<file path="config.mk">
export PLATFORM = sky130hd
export DESIGN_NAME = cla_addsub_pipe
export DESIGN_NICKNAME = d
export VERILOG_FILES = /design/src/rtl/cla_addsub_pipe.sv
export SDC_FILE = /design/constraint.sdc
export NUM_CORES = 1
export LEC_CHECK = 0
export CAP_MARGIN = 10
export CORE_UTILIZATION = 38
export DETAILED_ROUTE_END_ITERATION = 7
export PLACE_DENSITY_LB_ADDON = 0.12
export SETUP_SLACK_MARGIN = 0.1
export SLEW_MARGIN = 10
export SYNTH_ARGS = -nofsm -noshare
export SYNTH_HDL_FRONTEND = slang
export SYNTH_SLANG_ARGS = --single-unit
</file>
<file path="constraint.sdc">
create_clock -name clk -period 2.9 [get_ports clk]
set_input_delay 0.87 -clock clk [delete_from_list [all_inputs] [get_ports clk]]
set_output_delay 0.87 -clock clk [all_outputs]
set_load 0.03 [all_outputs]
</file>
<file path="src/rtl/cla_addsub_pipe.sv">
// Two-stage pipelined carry-lookahead adder/subtractor with valid/ready on both sides.
// Optional signed saturation is enabled by defining CLA_ADDSUB_SAT_EN.
module cla_addsub_pipe #(
   parameter int unsigned WIDTH = 16,
   parameter int unsigned GROUP = 4
) (
   input  logic             clk,
   input  logic             rst,
   input  logic             in_valid,
   output logic             in_ready,
   input  logic [WIDTH-1:0] a,
   input  logic [WIDTH-1:0] b,
   input  logic             cin,
   input  logic             sub,
   output logic             out_valid,
   input  logic             out_ready,
   output logic [WIDTH-1:0] sum,
   output logic             cout,
   output logic             ovfl,
   output logic             zero,
   output logic             neg
);

   localparam int unsigned NG  = WIDTH / GROUP;
   localparam int unsigned MSB = WIDTH - 1;

   if (GROUP != 4 || (WIDTH % 4) != 0 || WIDTH < 4 || WIDTH > 64) begin : g_bad_cfg
      $error("cla_addsub_pipe: GROUP must be 4 and WIDTH a multiple of 4 in 4..64");
   end

   logic [WIDTH-1:0] bb_c;
   logic             c0_c;
   logic [NG-1:0]    tg_d, tp_d;

   logic             s1_valid_q;
   logic [WIDTH-1:0] s1_a_q, s1_bb_q;
   logic             s1_c0_q;
   logic [NG-1:0]    s1_tg_q, s1_tp_q;

   logic             out_valid_q, cout_q, ovfl_q, zero_q, neg_q;
   logic [WIDTH-1:0] sum_q;

   logic             s2_adv_c, s1_adv_c;
   logic [NG:0]      gc_c;
   logic [WIDTH-1:0] p_c, g_c, raw_c, sum_d;
   logic             ovfl_d;

   assign s2_adv_c = ~out_valid_q | out_ready;
   assign s1_adv_c = ~s1_valid_q | s2_adv_c;
   assign in_ready = s1_adv_c;

   assign bb_c = sub ? ~b : b;
   assign c0_c = sub | cin;

   // Per-group generate/propagate of the 4-bit CLA slice, captured in S1
   for (genvar k = 0; k < NG; k++) begin : g_s1_grp
      logic [3:0] p, g;
      assign p       = a[k*4 +: 4] | bb_c[k*4 +: 4];
      assign g       = a[k*4 +: 4] & bb_c[k*4 +: 4];
      assign tp_d[k] = &p;
      assign tg_d[k] = g[3] | (p[3] & g[2]) | (p[3] & p[2] & g[1]) | (p[3] & p[2] & p[1] & g[0]);
   end

   always_ff @(posedge clk) begin
      if (rst) begin
         s1_valid_q <= 1'b0;
         s1_a_q     <= '0;
         s1_bb_q    <= '0;
         s1_c0_q    <= 1'b0;
         s1_tg_q    <= '0;
         s1_tp_q    <= '0;
      end else if (s1_adv_c) begin
         s1_valid_q <= in_valid;
         if (in_valid) begin
            s1_a_q  <= a;
            s1_bb_q <= bb_c;
            s1_c0_q <= c0_c;
            s1_tg_q <= tg_d;
            s1_tp_q <= tp_d;
         end
      end
   end

   // Second-level lookahead: every group carry is a flat sum of products of c0/TG/TP
   always_comb begin
      logic term;
      logic carry;
      term    = 1'b0;
      carry   = 1'b0;
      gc_c    = '0;
      gc_c[0] = s1_c0_q;
      for (int unsigned k = 0; k < NG; k++) begin
         term = s1_c0_q;
         for (int unsigned m = 0; m <= k; m++) term = term & s1_tp_q[m];
         carry = term;
         for (int unsigned j = 0; j <= k; j++) begin
            term = s1_tg_q[j];
            for (int unsigned m = j + 1; m <= k; m++) term = term & s1_tp_q[m];
            carry = carry | term;
         end
         gc_c[k+1] = carry;
      end
   end

   assign p_c = s1_a_q | s1_bb_q;
   assign g_c = s1_a_q & s1_bb_q;

   for (genvar k = 0; k < NG; k++) begin : g_s2_grp
      logic [3:0] c;
      assign c[0] = gc_c[k];
      for (genvar i = 1; i < 4; i++) begin : g_bit
         assign c[i] = g_c[k*4+i-1] | (p_c[k*4+i-1] & c[i-1]);
      end
      assign raw_c[k*4 +: 4] = s1_a_q[k*4 +: 4] ^ s1_bb_q[k*4 +: 4] ^ c;
   end

   assign ovfl_d = (s1_a_q[MSB] == s1_bb_q[MSB]) & (raw_c[MSB] != s1_a_q[MSB]);

`ifdef CLA_ADDSUB_SAT_EN
   // Clamp toward the sign of A; flags other than zero/neg describe the raw result
   assign sum_d = !ovfl_d ? raw_c :
                  s1_a_q[MSB] ? {1'b1, {(WIDTH-1){1'b0}}} : {1'b0, {(WIDTH-1){1'b1}}};
`else
   assign sum_d = raw_c;
`endif

   always_ff @(posedge clk) begin
      if (rst) begin
         out_valid_q <= 1'b0;
         sum_q       <= '0;
         cout_q      <= 1'b0;
         ovfl_q      <= 1'b0;
         zero_q      <= 1'b1;
         neg_q       <= 1'b0;
      end else if (s2_adv_c) begin
         out_valid_q <= s1_valid_q;
         if (s1_valid_q) begin
            sum_q  <= sum_d;
            cout_q <= gc_c[NG];
            ovfl_q <= ovfl_d;
            zero_q <= (sum_d == '0);
            neg_q  <= sum_d[MSB];
         end
      end
   end

   assign out_valid = out_valid_q;
   assign sum       = sum_q;
   assign cout      = cout_q;
   assign ovfl      = ovfl_q;
   assign zero      = zero_q;
   assign neg       = neg_q;

endmodule

</file>
==> summary.md, run 1 <==
| Metric | Value |
|---|---|
| DR vias | `2724` |
| VDD IR max | `0.000216 V` |
| Core region area | `0.00789 mm²` |
| Avg Cell Area, Syn | `8.45 µm²` |
| Layout cell share with drive strength beyond 1 | `8.74%` |
| CTS buffer count | `9` |
| Critical R2R Capture | `ovfl` |
| Gate Count Post-Synth | `373` |
| Antenna violations before repair | `0` |
| GPL Wtd Cong | `0.781` |
| Slew Viols, Final | `0` |
| Ys async rst share | `0%` |
| Clock sink total | `62` |
| Final setup TNS | `0 ns` |
| Clk_skew | `0.00666 ns` |
| Area Overhead vs Synth | `29.2%` |
| Max incr delay on CP | `0.42 ns` |
| Worst path cell trace | `a21o_1 > a21o_1 > a21o_1 > fa_1 > inv_1 > fa_1 > fa_1 > or3_1 > a311oi_1` |
| CP max-delay cell | `fa_1` |
| Reg2reg start | `s1_c0_q` |
| Top-Level Pins | `60` |
| RSZ-0062 raised after global routing | `no` |
| Largest net degree at the start of global routing | `38` |
| Latest clock arrival within the worst-skew pair | `0.34 ns` |
| Tot Pwr | `2290 µW` |
| Die width | `93.1 µm` |
| EDFF count, synth | `0` |
| Area of the multi-input gates | `0.00170 mm²` |
| Pwr/cell area | `563 mW/mm²` |
| CP bufs+invs | `1` |
| Setup crit start kind | `flip-flop` |
| Reg2Reg Depth | `9` |
| Min cycle time layout | `2.61 ns` |
| Root buf cell | `clkbuf_8` |
| Max Cap Violations | `0` |
| Die Ht | `93.1 µm` |
| PortBufs | `59` |
| Commonest non-fill, non-tap cell in the layout | `dfxtp_1` |
| H-tree levels | `3` |
| Total GRT Usage | `18.3%` |
| Slew at the pin with the worst max-slew slack | `0.654 ns` |
| Fmax achieved | `0.383 GHz` |
| Util after Layout | `51.7%` |
| Hold depth | `2` |
| Count of unique library cells instantiated by Yosys | `48` |
| CP arrival | `2.86 ns` |
| Iteration count of the initial detailed-routing pass | `4` |
| Antenna diodes | `0` |
| Clock Pin Slew Worst Setup and Hold Paths | `0.07 ns` |
| CP Capture Type | `flip-flop` |
| Post-synth top flop | `dfxtp_1` |
| Initial Utilization | `40.0%` |
| Register-to-register setup slack | `0.29 ns` |
| HP Start | `sum[4]` |
| Synth Net Count | `423` |
| Cell Area, Synth | `0.00315 mm²` |
| Final wirelength | `7250 µm` |
| Most frequent cells in the layout | `dfxtp_1, nand2_1, clkdlybuf4s50_1` |
| WL/cell | `13.5 µm` |
| YS warnings | `0` |
| Delay-heaviest family, CP | `adder cells` |
| First-pass GRT wire length | `12300 µm` |
| Die area | `0.00867 mm²` |
| Required @ worst endpoint | `3.15 ns` |
| Yosys reg bits | `62` |
| Fin. Hold Viols | `0` |
| Status | `complete, no violations` |
| Fin nets | `481` |
| CP max FO | `3` |
| CTS Buffer Depth | `2` |
| GR Overflow Total | `0` |
| Reg area | `0.00124 mm²` |
| DRT antenna net count | `0` |
| Proportion of synthesized chip area in sequential cells | `39.4%` |
| Slew HR | `56.4%` |
| Vias/cell | `5.07` |
| Period Utilization, post-route | `90.1%` |
| Filler cells | `764` |
| Final setup viols | `0` |
| Row Count | `32` |
| TritonCTS clock tree | `done` |
| 1st-iter DRT viols | `113` |
| Hold Path End | `sum[4]` |
| DRC | `0` |
| P_leak | `0.00154 µW` |
| Vias in the first global route | `2611` |
| Worst Setup Path Type | `reg2reg` |
| Min-Delay Path Class | `reg2reg` |
| HPWL after DPL | `5360 µm` |
report_power, final:
group          leakage (µW)  switching, µW  internal (µW)
Clock              0.000115            322            523
Combinational      0.000917            270            226
Sequential         0.000512           37.7            915
tightest hold or removal path, cell delays in order (launching register included):
cell	delay, ns
dfxtp_1	0.31
nand2_1	0.05
a21oi_1	0.05
routing by layer:
layer / wire length [µm] / GRT usage [%] / part of all wire (%) / up-vias
met5: 0 / 0 / 0 / -
met4: 121 / 8.08 / 1.7 / 0
met3: 218 / 2.85 / 3.0 / 12
met2: 3460 / 31.2 / 48 / 62
met1: 3450 / 22.8 / 48 / 1268
li1: - / - / - / 1382
cell usage after synthesis, drive strengths merged, types with 3 or more instances:
| cell | count | area (µm²) |
|---|---|---|
| a2111oi | 4 | 38.8 |
| a211oi | 19 | 143 |
| a21o | 4 | 30.0 |
| a21oi | 34 | 170 |
| a311oi | 4 | 35.0 |
| a31oi | 5 | 31.3 |
| and2 | 3 | 18.8 |
| buf | 11 | 76.3 |
| clkbuf | 12 | 55.1 |
| dfxtp | 62 | 1240 |
| fa | 12 | 240 |
| inv | 22 | 82.6 |
| nand2 | 59 | 221 |
| nand2b | 3 | 18.8 |
| nand3 | 3 | 15.0 |
| nor2 | 48 | 180 |
| nor3 | 10 | 50.1 |
| o21ai | 5 | 25.0 |
| o22ai | 3 | 18.8 |
| xnor2 | 14 | 123 |
| xor2 | 10 | 118 |
layout make-up:
cell class,count,area share (%)
inverters,22,2.03
clock inverters,4,1.72
multi-input cells,266,41.7
well taps,102,3.13
repair buffers,70,17.3
flip-flops and latches,62,30.5
clock buffers,11,3.72
flip-flops by register name (all words and copies together), names as in the netlist:
name,cells
cout,1
neg,1
out_valid,1
ovfl,1
s1_a_q,16
s1_bb_q,16
s1_c0_q,1
s1_tg_q,4
s1_tp_q,4
s1_valid_q,1
sum,15
zero,1
what timing repair did:
action | CTS | global route
endpoints found under the setup margin | 0 | 2
hold buffers | 0 | 0
setup buffers | 0 | 1
gates resized for setup | 0 | 2
per-stage QoR:
step	hold WS, ns	setup WS [ns]	std cells	cell area, µm²
global placement	0.443	0.216	521	3840
global route	0.479	0.151	537	4080
CTS	0.456	0.248	536	4070
floorplan	0.436	0.547	373	3150
finish	0.453	0.286	537	4080
detailed placement	0.447	0.252	521	3840
logic make-up (layout without fill, tap and decap cells):
family	Yosys count	in the layout	share of synthesized area, %
simple gates	139	139	19.4
compound gates	90	90	18.8
flops	62	62	39.4
buf+inv	45	107	6.79
xor+xnor	24	24	7.62
fa+ha+maj	13	13	7.94
how the worst max path moves through the flow:
stage	startpoint	endpoint	slack, ns	depth (start not counted)
2_1_floorplan	s1_c0_q	ovfl	0.55	9
3_3_place_gp	sub	s1_tp_q[0]	0.22	7
3_5_place_dp	out_ready	s1_tg_q[1]	0.25	6
4_1_cts	s1_c0_q	ovfl	0.25	9
5_1_grt	s1_c0_q	zero	0.15	11
6_report	s1_c0_q	ovfl	0.29	9
(Power assumes the default switching activity.)
==> run 2, diff against run 1 <==
--- a/config.mk
+++ b/config.mk
@@ -7,6 +7,7 @@
 export LEC_CHECK = 0
 export CAP_MARGIN = 10
 export CORE_UTILIZATION = 38
+export CTS_CLUSTER_SIZE = 28
 export DETAILED_ROUTE_END_ITERATION = 7
 export PLACE_DENSITY_LB_ADDON = 0.12
 export SETUP_SLACK_MARGIN = 0.1
==> results of run 2 <==
Final layout, timing and power as in run 1 (identical DEF).
==> run 3, diff against run 2 <==
--- a/config.mk
+++ b/config.mk
@@ -7,10 +7,11 @@
 export LEC_CHECK = 0
 export CAP_MARGIN = 10
 export CORE_UTILIZATION = 38
-export CTS_CLUSTER_SIZE = 28
+export CTS_CLUSTER_SIZE = 10
 export DETAILED_ROUTE_END_ITERATION = 7
 export PLACE_DENSITY_LB_ADDON = 0.12
 export SETUP_SLACK_MARGIN = 0.1
+export SKIP_LAST_GASP = 1
 export SLEW_MARGIN = 10
 export SYNTH_ARGS = -nofsm -noshare
 export SYNTH_HDL_FRONTEND = slang
==> results of run 3 <==
Final layout, timing and power as in run 1 (identical DEF).
